### config.mk
export PLATFORM = sky130hd
export DESIGN_NAME = uart_tx_queue_flat
export DESIGN_NICKNAME = d
export VERILOG_FILES = /design/src/rtl/uart_tx_queue_if.sv /design/src/rtl/uart_tx_queue.sv /design/src/flat_wrapper.sv
export SDC_FILE = /design/constraint.sdc
export NUM_CORES = 1
export LEC_CHECK = 0
export BUFFER_PORTS_ARGS = -buffer_cell sky130_fd_sc_hd__buf_2
export CAP_MARGIN = 20
export CORE_ASPECT_RATIO = 1.75
export CORE_MARGIN = 5
export CORE_UTILIZATION = 40
export DETAILED_ROUTE_END_ITERATION = 6
export HOLD_SLACK_MARGIN = 0.12
export PLACE_DENSITY = 0.61
export SYNTH_ARGS = -nofsm -noshare
export SYNTH_HDL_FRONTEND = slang
export SYNTH_SLANG_ARGS = --single-unit
### constraint.sdc
create_clock -name clk -period 4 [get_ports clk]
set_input_delay 0.8 -clock clk [delete_from_list [all_inputs] [get_ports clk]]
set_output_delay 0.8 -clock clk [all_outputs]
set_load 0.005 [all_outputs]
### src/rtl/uart_tx_queue_if.sv
// Bundle of the core-side byte push port and the AXI4-lite master port of uart_tx_queue.
// The master modport is the queue's view; the slave modport is the core/UART side.
interface uart_tx_queue_if #(
    parameter int unsigned DEPTH = 16
);
    logic [7:0]              in_data;
    logic                    in_valid;
    logic                    in_ready;
    logic [$clog2(DEPTH):0]  level;
    logic                    busy;
    logic                    err;

    logic [3:0]              araddr;
    logic                    arvalid;
    logic                    arready;
    logic [31:0]             rdata;
    logic [1:0]              rresp;
    logic                    rvalid;
    logic                    rready;

    logic [3:0]              awaddr;
    logic                    awvalid;
    logic                    awready;
    logic [31:0]             wdata;
    logic [3:0]              wstrb;
    logic                    wvalid;
    logic                    wready;
    logic [1:0]              bresp;
    logic                    bvalid;
    logic                    bready;

    modport master (
        input  in_data, in_valid, arready, rdata, rresp, rvalid, awready, wready, bresp, bvalid,
        output in_ready, level, busy, err, araddr, arvalid, rready, awaddr, awvalid, wdata,
               wstrb, wvalid, bready
    );

    modport slave (
        output in_data, in_valid, arready, rdata, rresp, rvalid, awready, wready, bresp, bvalid,
        input  in_ready, level, busy, err, araddr, arvalid, rready, awaddr, awvalid, wdata,
               wstrb, wvalid, bready
    );
endinterface

### src/rtl/uart_tx_queue.sv
// Byte FIFO in front of the AXI4-lite UART Lite: polls STAT_REG until the Tx FIFO has room,
// then writes the head byte to TX_FIFO, one outstanding transaction at a time.
module uart_tx_queue #(
    parameter int unsigned DEPTH = 16
) (
    input  logic             clk,
    input  logic             rst,
    uart_tx_queue_if.master  bus
);
    localparam int unsigned PW = $clog2(DEPTH);
    localparam int unsigned LW = PW + 1;

    typedef enum logic [2:0] {StIdle, StAr, StR, StW, StB} state_e;

    state_e          state_q;
    logic [7:0]      mem_q [DEPTH];
    logic [PW-1:0]   rd_ptr_q;
    logic [PW-1:0]   wr_ptr_q;
    logic [LW-1:0]   level_q;
    logic            arvalid_q;
    logic            rready_q;
    logic            awvalid_q;
    logic            wvalid_q;
    logic            bready_q;
    logic            err_q;
    logic [7:0]      wbyte_q;
    logic            in_ready;
    logic            push;
    logic            pop;
    logic            aw_done;
    logic            w_done;
    logic            unused_rdata;

    // Only the Tx FIFO Full flag of STAT_REG matters here.
    assign unused_rdata = ^{bus.rdata[31:4], bus.rdata[2:0]};

    assign in_ready = (level_q != LW'(DEPTH));
    assign push     = bus.in_valid && in_ready;
    assign pop      = (state_q == StB) && bus.bvalid;

    assign bus.in_ready = in_ready;
    assign bus.level    = level_q;
    assign bus.busy     = (level_q != '0) || (state_q != StIdle);
    assign bus.err      = err_q;
    assign bus.araddr   = 4'h8;
    assign bus.arvalid  = arvalid_q;
    assign bus.rready   = rready_q;
    assign bus.awaddr   = 4'h4;
    assign bus.awvalid  = awvalid_q;
    assign bus.wdata    = {24'h0, wbyte_q};
    assign bus.wstrb    = 4'b0001;
    assign bus.wvalid   = wvalid_q;
    assign bus.bready   = bready_q;

    // A channel counts as done once its valid has dropped or its handshake is on this edge.
    assign aw_done = !awvalid_q || bus.awready;
    assign w_done  = !wvalid_q || bus.wready;

    always_ff @(posedge clk or posedge rst) begin
        if (rst) begin
            rd_ptr_q <= '0;
            wr_ptr_q <= '0;
            level_q  <= '0;
        end else begin
            if (push) begin
                wr_ptr_q <= wr_ptr_q + PW'(1);
            end
            if (pop) begin
                rd_ptr_q <= rd_ptr_q + PW'(1);
            end
            if (push && !pop) begin
                level_q <= level_q + LW'(1);
            end else if (!push && pop) begin
                level_q <= level_q - LW'(1);
            end
        end
    end

    always_ff @(posedge clk) begin
        if (push) begin
            mem_q[wr_ptr_q] <= bus.in_data;
        end
    end

    always_ff @(posedge clk or posedge rst) begin
        if (rst) begin
            state_q   <= StIdle;
            arvalid_q <= 1'b0;
            rready_q  <= 1'b0;
            awvalid_q <= 1'b0;
            wvalid_q  <= 1'b0;
            bready_q  <= 1'b0;
            err_q     <= 1'b0;
            wbyte_q   <= 8'h00;
        end else begin
            unique case (state_q)
                StIdle: begin
                    if (level_q != '0) begin
                        arvalid_q <= 1'b1;
                        state_q   <= StAr;
                    end
                end
                StAr: begin
                    if (bus.arready) begin
                        arvalid_q <= 1'b0;
                        rready_q  <= 1'b1;
                        state_q   <= StR;
                    end
                end
                StR: begin
                    if (bus.rvalid) begin
                        rready_q <= 1'b0;
                        if (bus.rresp != 2'b00) begin
                            err_q <= 1'b1;
                        end
                        if (bus.rdata[3]) begin
                            arvalid_q <= 1'b1;
                            state_q   <= StAr;
                        end else begin
                            awvalid_q <= 1'b1;
                            wvalid_q  <= 1'b1;
                            wbyte_q   <= mem_q[rd_ptr_q];
                            state_q   <= StW;
                        end
                    end
                end
                StW: begin
                    if (bus.awready) begin
                        awvalid_q <= 1'b0;
                    end
                    if (bus.wready) begin
                        wvalid_q <= 1'b0;
                    end
                    if (aw_done && w_done) begin
                        bready_q <= 1'b1;
                        state_q  <= StB;
                    end
                end
                StB: begin
                    if (bus.bvalid) begin
                        bready_q <= 1'b0;
                        if (bus.bresp != 2'b00) begin
                            err_q <= 1'b1;
                        end
                        state_q <= StIdle;
                    end
                end
                default: begin
                    state_q <= StIdle;
                end
            endcase
        end
    end
endmodule

### src/flat_wrapper.sv
// flat-port wrapper written by rule: the top's interface ports become plain ports
module uart_tx_queue_flat 
#(
    parameter int unsigned DEPTH = 16
)
  (clk, rst, bus_in_data, bus_in_valid, bus_arready, bus_rdata, bus_rresp, bus_rvalid, bus_awready, bus_wready, bus_bresp, bus_bvalid, bus_in_ready, bus_level, bus_busy, bus_err, bus_araddr, bus_arvalid, bus_rready, bus_awaddr, bus_awvalid, bus_wdata, bus_wstrb, bus_wvalid, bus_bready);
  uart_tx_queue_if #(.DEPTH(DEPTH)) bus_i ();
  input  logic clk;
  input  logic rst;
  input wire logic [$bits(bus_i.in_data)-1:0] bus_in_data;
  input wire logic [$bits(bus_i.in_valid)-1:0] bus_in_valid;
  input wire logic [$bits(bus_i.arready)-1:0] bus_arready;
  input wire logic [$bits(bus_i.rdata)-1:0] bus_rdata;
  input wire logic [$bits(bus_i.rresp)-1:0] bus_rresp;
  input wire logic [$bits(bus_i.rvalid)-1:0] bus_rvalid;
  input wire logic [$bits(bus_i.awready)-1:0] bus_awready;
  input wire logic [$bits(bus_i.wready)-1:0] bus_wready;
  input wire logic [$bits(bus_i.bresp)-1:0] bus_bresp;
  input wire logic [$bits(bus_i.bvalid)-1:0] bus_bvalid;
  output wire logic [$bits(bus_i.in_ready)-1:0] bus_in_ready;
  output wire logic [$bits(bus_i.level)-1:0] bus_level;
  output wire logic [$bits(bus_i.busy)-1:0] bus_busy;
  output wire logic [$bits(bus_i.err)-1:0] bus_err;
  output wire logic [$bits(bus_i.araddr)-1:0] bus_araddr;
  output wire logic [$bits(bus_i.arvalid)-1:0] bus_arvalid;
  output wire logic [$bits(bus_i.rready)-1:0] bus_rready;
  output wire logic [$bits(bus_i.awaddr)-1:0] bus_awaddr;
  output wire logic [$bits(bus_i.awvalid)-1:0] bus_awvalid;
  output wire logic [$bits(bus_i.wdata)-1:0] bus_wdata;
  output wire logic [$bits(bus_i.wstrb)-1:0] bus_wstrb;
  output wire logic [$bits(bus_i.wvalid)-1:0] bus_wvalid;
  output wire logic [$bits(bus_i.bready)-1:0] bus_bready;
  assign bus_i.in_data = bus_in_data;
  assign bus_i.in_valid = bus_in_valid;
  assign bus_i.arready = bus_arready;
  assign bus_i.rdata = bus_rdata;
  assign bus_i.rresp = bus_rresp;
  assign bus_i.rvalid = bus_rvalid;
  assign bus_i.awready = bus_awready;
  assign bus_i.wready = bus_wready;
  assign bus_i.bresp = bus_bresp;
  assign bus_i.bvalid = bus_bvalid;
  assign bus_in_ready = bus_i.in_ready;
  assign bus_level = bus_i.level;
  assign bus_busy = bus_i.busy;
  assign bus_err = bus_i.err;
  assign bus_araddr = bus_i.araddr;
  assign bus_arvalid = bus_i.arvalid;
  assign bus_rready = bus_i.rready;
  assign bus_awaddr = bus_i.awaddr;
  assign bus_awvalid = bus_i.awvalid;
  assign bus_wdata = bus_i.wdata;
  assign bus_wstrb = bus_i.wstrb;
  assign bus_wvalid = bus_i.wvalid;
  assign bus_bready = bus_i.bready;
  uart_tx_queue #(.DEPTH(DEPTH)) u_core (.clk(clk), .rst(rst), .bus(bus_i));
endmodule
Word level (Yosys, flattened, before mapping)
Memories as Yosys holds them, arrays and structs flattened. A register that Yosys moved wholly into a read port is not among the register bits.
Index checks and enable logic that the tools add are counted.
Widths: inputs -> output; s select.
{"block": "op_classes", "shifts": 0, "add_sub_neg": 4, "div": 0, "bitwise_logic": 1, "multipliers": 0, "n_mux": 33, "n_reduce_logical": 31, "order_cmp": 0, "eq_ne": 16}
{"op": "$mux 1", "count": 18}
{"op": "$ne 2x2->1 const B", "count": 8}
{"op": "$mux 3", "count": 5}
{"op": "$pmux 3 s5", "count": 1}
{"op": "$reduce_and 5->1", "count": 3}
{"op": "$reduce_bool 2->1", "count": 7}
{"op": "$mux 5", "count": 2}
{"op": "$pmux 1 s2", "count": 5}
{"op": "$reduce_and 3->1", "count": 3}
{"op": "$add 4x1->4 const B", "count": 2}
{"op": "$reduce_and 4->1", "count": 2}
{"op": "$eq 3x2->1 const B", "count": 2}
{"op": "$ne 2x1->1 const B", "count": 3}
{"op": "$reduce_bool 3->1", "count": 2}
{"op": "$add 5x1->5 const B", "count": 1}
{"op": "$logic_and 1x1->1", "count": 5}
{"op": "$ne 5x5->1 const B", "count": 1}
{"op": "$reduce_bool 5->1", "count": 1}
{"op": "$sub 5x1->5 const B", "count": 1}
{"op": "$logic_not 1->1", "count": 4}
{"op": "$eq 3x1->1 const B", "count": 1}
{"op": "$eq 3x3->1 const B", "count": 1}
{"op": "$logic_not 3->1", "count": 1}
{"op": "$logic_or 1x1->1", "count": 3}
{"op": "3 further kinds", "count": 3}
{"block": "totals", "ram_bits": 128, "mem_count": 1, "elab_cells": 96, "register_bits": 22, "latchBits": 0, "mem_bits_ro": 0}
{"memory": "u_core.mem_q", "depth": 16, "word_bits": 8, "read_ports": 1, "rd_ports_with_merged_regs": 1, "write_ports": 1, "line": "uart_tx_queue.sv:16", "text": "logic [7:0] mem_q [DEPTH];"}

Depth between registers and ports, before layout
{"block": "depth", "ltp_word": 6, "depth_mapped": 11}

Least setup slack after synthesis
No wires, ideal clock.
{"block": "synth_path", "path_type": "input-to-reg", "start": "input port bus_in_valid", "end": "register u_core.level_q[4], in the netlist u_core.bus.level[4]", "path_slack_ns": 1.442, "setup_time_ns": 0.080, "t_required_ns": 3.920, "path_stages": 8, "arrival_time_ns": 2.478, "n_path_buf": 0, "path_cell_list": "a21boi_2 > ha_1 > inv_1 > fa_1 > a21o_1 > a21oi_1 > mux2i_1 > xnor2_1"}
{"block": "synth_between", "elab_chain_len": 4}
{"item": "from (decl)", "line": "flat_wrapper.sv:11", "text": "input wire logic [$bits(bus_i.in_valid)-1:0] bus_in_valid;"}
{"item": "$logic_and 1x1->1 *", "line": "uart_tx_queue.sv:38", "text": "assign push = bus.in_valid && in_ready;"}
{"item": "$logic_not 1->1", "line": "uart_tx_queue.sv:73", "text": "end else if (!push && pop) begin"}
{"item": "$logic_and 1x1->1", "line": "uart_tx_queue.sv:73"}
{"item": "$reduce_bool 2->1 (no source line)"}
{"item": "to (signal assigned)", "line": "uart_tx_queue.sv:72", "text": "level_q <= level_q + LW'(1);"}
{"item": "to (signal assigned)", "line": "uart_tx_queue.sv:74", "text": "level_q <= level_q - LW'(1);"}
{"item": "to (decl)", "line": "uart_tx_queue.sv:19", "text": "logic [LW-1:0] level_q;"}
Every way passes the cells marked *; elsewhere a longest branch is shown, timed or not.
A chain may end at the register's enable or synchronous reset.

Worst setup path in the final report
{"block": "layout_path", "start": "register u_core.level_q[0], in the netlist u_core.bus.level[0]", "end": "output port bus_busy"}
{"block": "layout_between", "elab_chain_len": 2}
{"item": "$reduce_bool 5->1", "line": "uart_tx_queue.sv:43", "text": "assign bus.busy = (level_q != '0) || (state_q != StIdle);"}
{"item": "$logic_or 1x1->1", "line": "uart_tx_queue.sv:43"}
{"item": "to (decl)", "line": "flat_wrapper.sv:22", "text": "output wire logic [$bits(bus_i.busy)-1:0] bus_busy;"}
No other way between the ends.

==> reports/results.tsv <==
metric	value	unit
hold_path_class	in2async	
postCtsHoldBufs	0	
overflow	0	
clock-sinks	158	
critical_path_class	reg2out	
grt_first_pass_wirelength	19.9	mm
die_w	108	µm
grt_max_degree	35	
p_int	3.74	mW
fin_ws	1.10	ns
worst-slew-pin-transition	0.974	ns
start_util	40.6	%
yosysWarnings	0	
grtUsageTotal	13.8	%
fin_util	46.4	%
leakagePower	2.74	nW
pin_count	109	
drive_gt1_share	25.9	%
synth-edff-count	128	
fin_hold_ws	0.462	ns
netlist_area	6670	µm²
postRouteAntennaNets	0	
postCtsSetupBuffers	0	
place_ws	1.12	ns
critPathCaptureType	primary output	
cts_buffer_depth	2	
synth_cell_type_count	42	
drt_first_pass_iters	5	
drv_cap	0	
post-dp-hpwl	8.78	mm
wl	12.7	mm
setup_viol	0	
cts_tree	yes	
synthArstFlopShare	19.0	%
finalMaxSlewViolations	0	
switching_share	30.2	%
slew_headroom	34.9	%
pwr_density_cell	701	nW/µm²
dieHeight	181	µm
fin_crit_sh	72.6	%
antenna_found_initial	0	
drtIter0Drc	143	
ys.flop_type	edfxtp_1	
fin_tns_setup	0	ns
avgSynthCellArea	17.0	µm²
routedWlPerCell	18.6	µm
cp-start-kind	flop	
cts_root_buf	clkbuf_16	
ys_ff_latch	158	
synth_seq_area_share	68.9	%
final_nets	504	
coreArea	16400	µm²
drt-vias-per-instance	4.96	
skew	0.0107	ns
fmax	344	MHz
arrival	2.10	ns
dieArea	19500	µm²
clkPwrFrac	31.6	%
io_buffers	41	
antenna_cells	0	
vias	3368	
grt_pass1_vias	3605	
status	complete, no violations	
cts_resized	0	
min_period	2.90	ns
cp.required	3.20	ns
area_delta_synth_final	14.4	%
combPwrFrac	25.4	%
irDropWorstVdd	313	µV
syn_inst	393	
numCtsBuffers	17	
clock_latency	0.42	ns
rsz0062_at_grt	false	
routabilityCongestion	0.723	
critPathMaxFanout	6	
hold_viol	0	
htreeDepth	4	
fill_cells	1417	
seqPwrFrac	43.0	%
path_clk_slew	0.07	ns
num_rows	62	
net-switching-power	1.62	mW
drcViolationCount	0	
## path summary, 6_finish.rpt
kind	start	end	slack (ns)	depth (start not counted)
worst min-delay path	rst	u_core.wr_ptr_q[1]	0.46	3
max in group asynchronous	rst	u_core.bus.awvalid	3.24	3
worst max-delay path	u_core.bus.level[0]	bus_busy	1.10	3
min in group clk	u_core.bus.err	u_core.bus.err	0.48	1
worst min register to register	u_core.bus.err	u_core.bus.err	0.48	1
worst max register to register	u_core.bus.level[0]	u_core.bus.level[4]	1.35	9
## synthesized netlist by cell type, types with 3 or more instances
master / number / share of area, %
xnor2_1: 9 / 1.2
inv_1: 11 / 0.62
ha_1: 9 / 1.7
mux2i_1: 17 / 2.6
clkbuf_1: 6 / 0.34
edfxtp_1: 128 / 58
dfrtp_1: 30 / 11
buf_2: 6 / 0.45
nor3_1: 7 / 0.52
o221ai_1: 7 / 0.92
buf_4: 39 / 4.4
o22ai_1: 3 / 0.28
nor2_1: 16 / 0.90
mux4_2: 32 / 11
o21ai_0: 8 / 0.60
nand2_1: 28 / 1.6
a21oi_1: 3 / 0.22
## kinds of logic (layout without fill, tap and decap cells)
family	Yosys count	after routing	share of synthesized area [%]
AOI/OAI and AO/OA	32	32	3.51
buffers and inverters	65	93	6.08
DFF	158	158	68.9
xor gates and xnor gates	10	10	1.31
and+or+nand+nor	66	66	4.63
adders and majority gates	10	10	1.99
other	2	36	0.113
muxes	50	50	13.5
## layer usage
layer	track usage (%)	part of all wire, %
met3	2.50	4.1
met5	0	0
met2	25.6	58
met1	15.2	37
met4	5.46	1.1
## cell usage in the layout (no fill, tap or decap), drive strengths merged, types with 16 or more instances in the layout
master  count
buf        50
clkbuf     17
conb       36
dfrtp      30
edfxtp    128
inv        18
mux2i      17
mux4       32
nand2      28
nor2       16
## through the flow
stage | instance area (µm²) | cells | power (mW)
final | 7630 | 679 | 5.35
after global routing | 7630 | 679 | 5.64
after CTS | 7630 | 679 | 5.43
after detailed placement | 7010 | 647 | 3.73
after global placement | 6980 | 646 | 3.65
after floorplan | 6800 | 427 | 3.31
## area by class of cell
cell class / instances / area (µm²) / share of cell area [%]
timing repair buffer: 50 / 293 / 3.84
clock inverter: 15 / 199 / 2.61
inverter: 11 / 41.3 / 0.541
tap: 224 / 280 / 3.67
sequential: 158 / 4590 / 60.2
clock buffer: 17 / 425 / 5.57
multi-input combinational: 204 / 1800 / 23.6
## power groups by stage
stage	Combinational [mW]	Clock [mW]	Sequential [mW]
floorplan	1.11	0	2.20
global placement	1.30	0	2.35
detailed placement	1.39	0	2.34
CTS	1.39	1.72	2.31
global route	1.50	1.80	2.34
finish	1.36	1.69	2.30
## registers in the layout, summed over array words and instances, names as in the netlist
| register | flops |
|---|---|
| u_core.wr_ptr_q | 4 |
| u_core.rd_ptr_q | 4 |
| u_core.bus.wvalid | 1 |
| u_core.wbyte_q | 8 |
| u_core.state_q | 3 |
| u_core.bus.rready | 1 |
| u_core.bus.level | 5 |
| u_core.bus.bready | 1 |
| u_core.bus.err | 1 |
| u_core.mem_q | 128 |
| u_core.bus.arvalid | 1 |
| u_core.bus.awvalid | 1 |
## worst max-delay path, cell delays in order, from the launching register on
cell and delay (ns):
dfrtp_1 0.45, or4_1 0.61, or4b_1 0.48, buf_2 0.14
(Power assumes the default switching activity.)
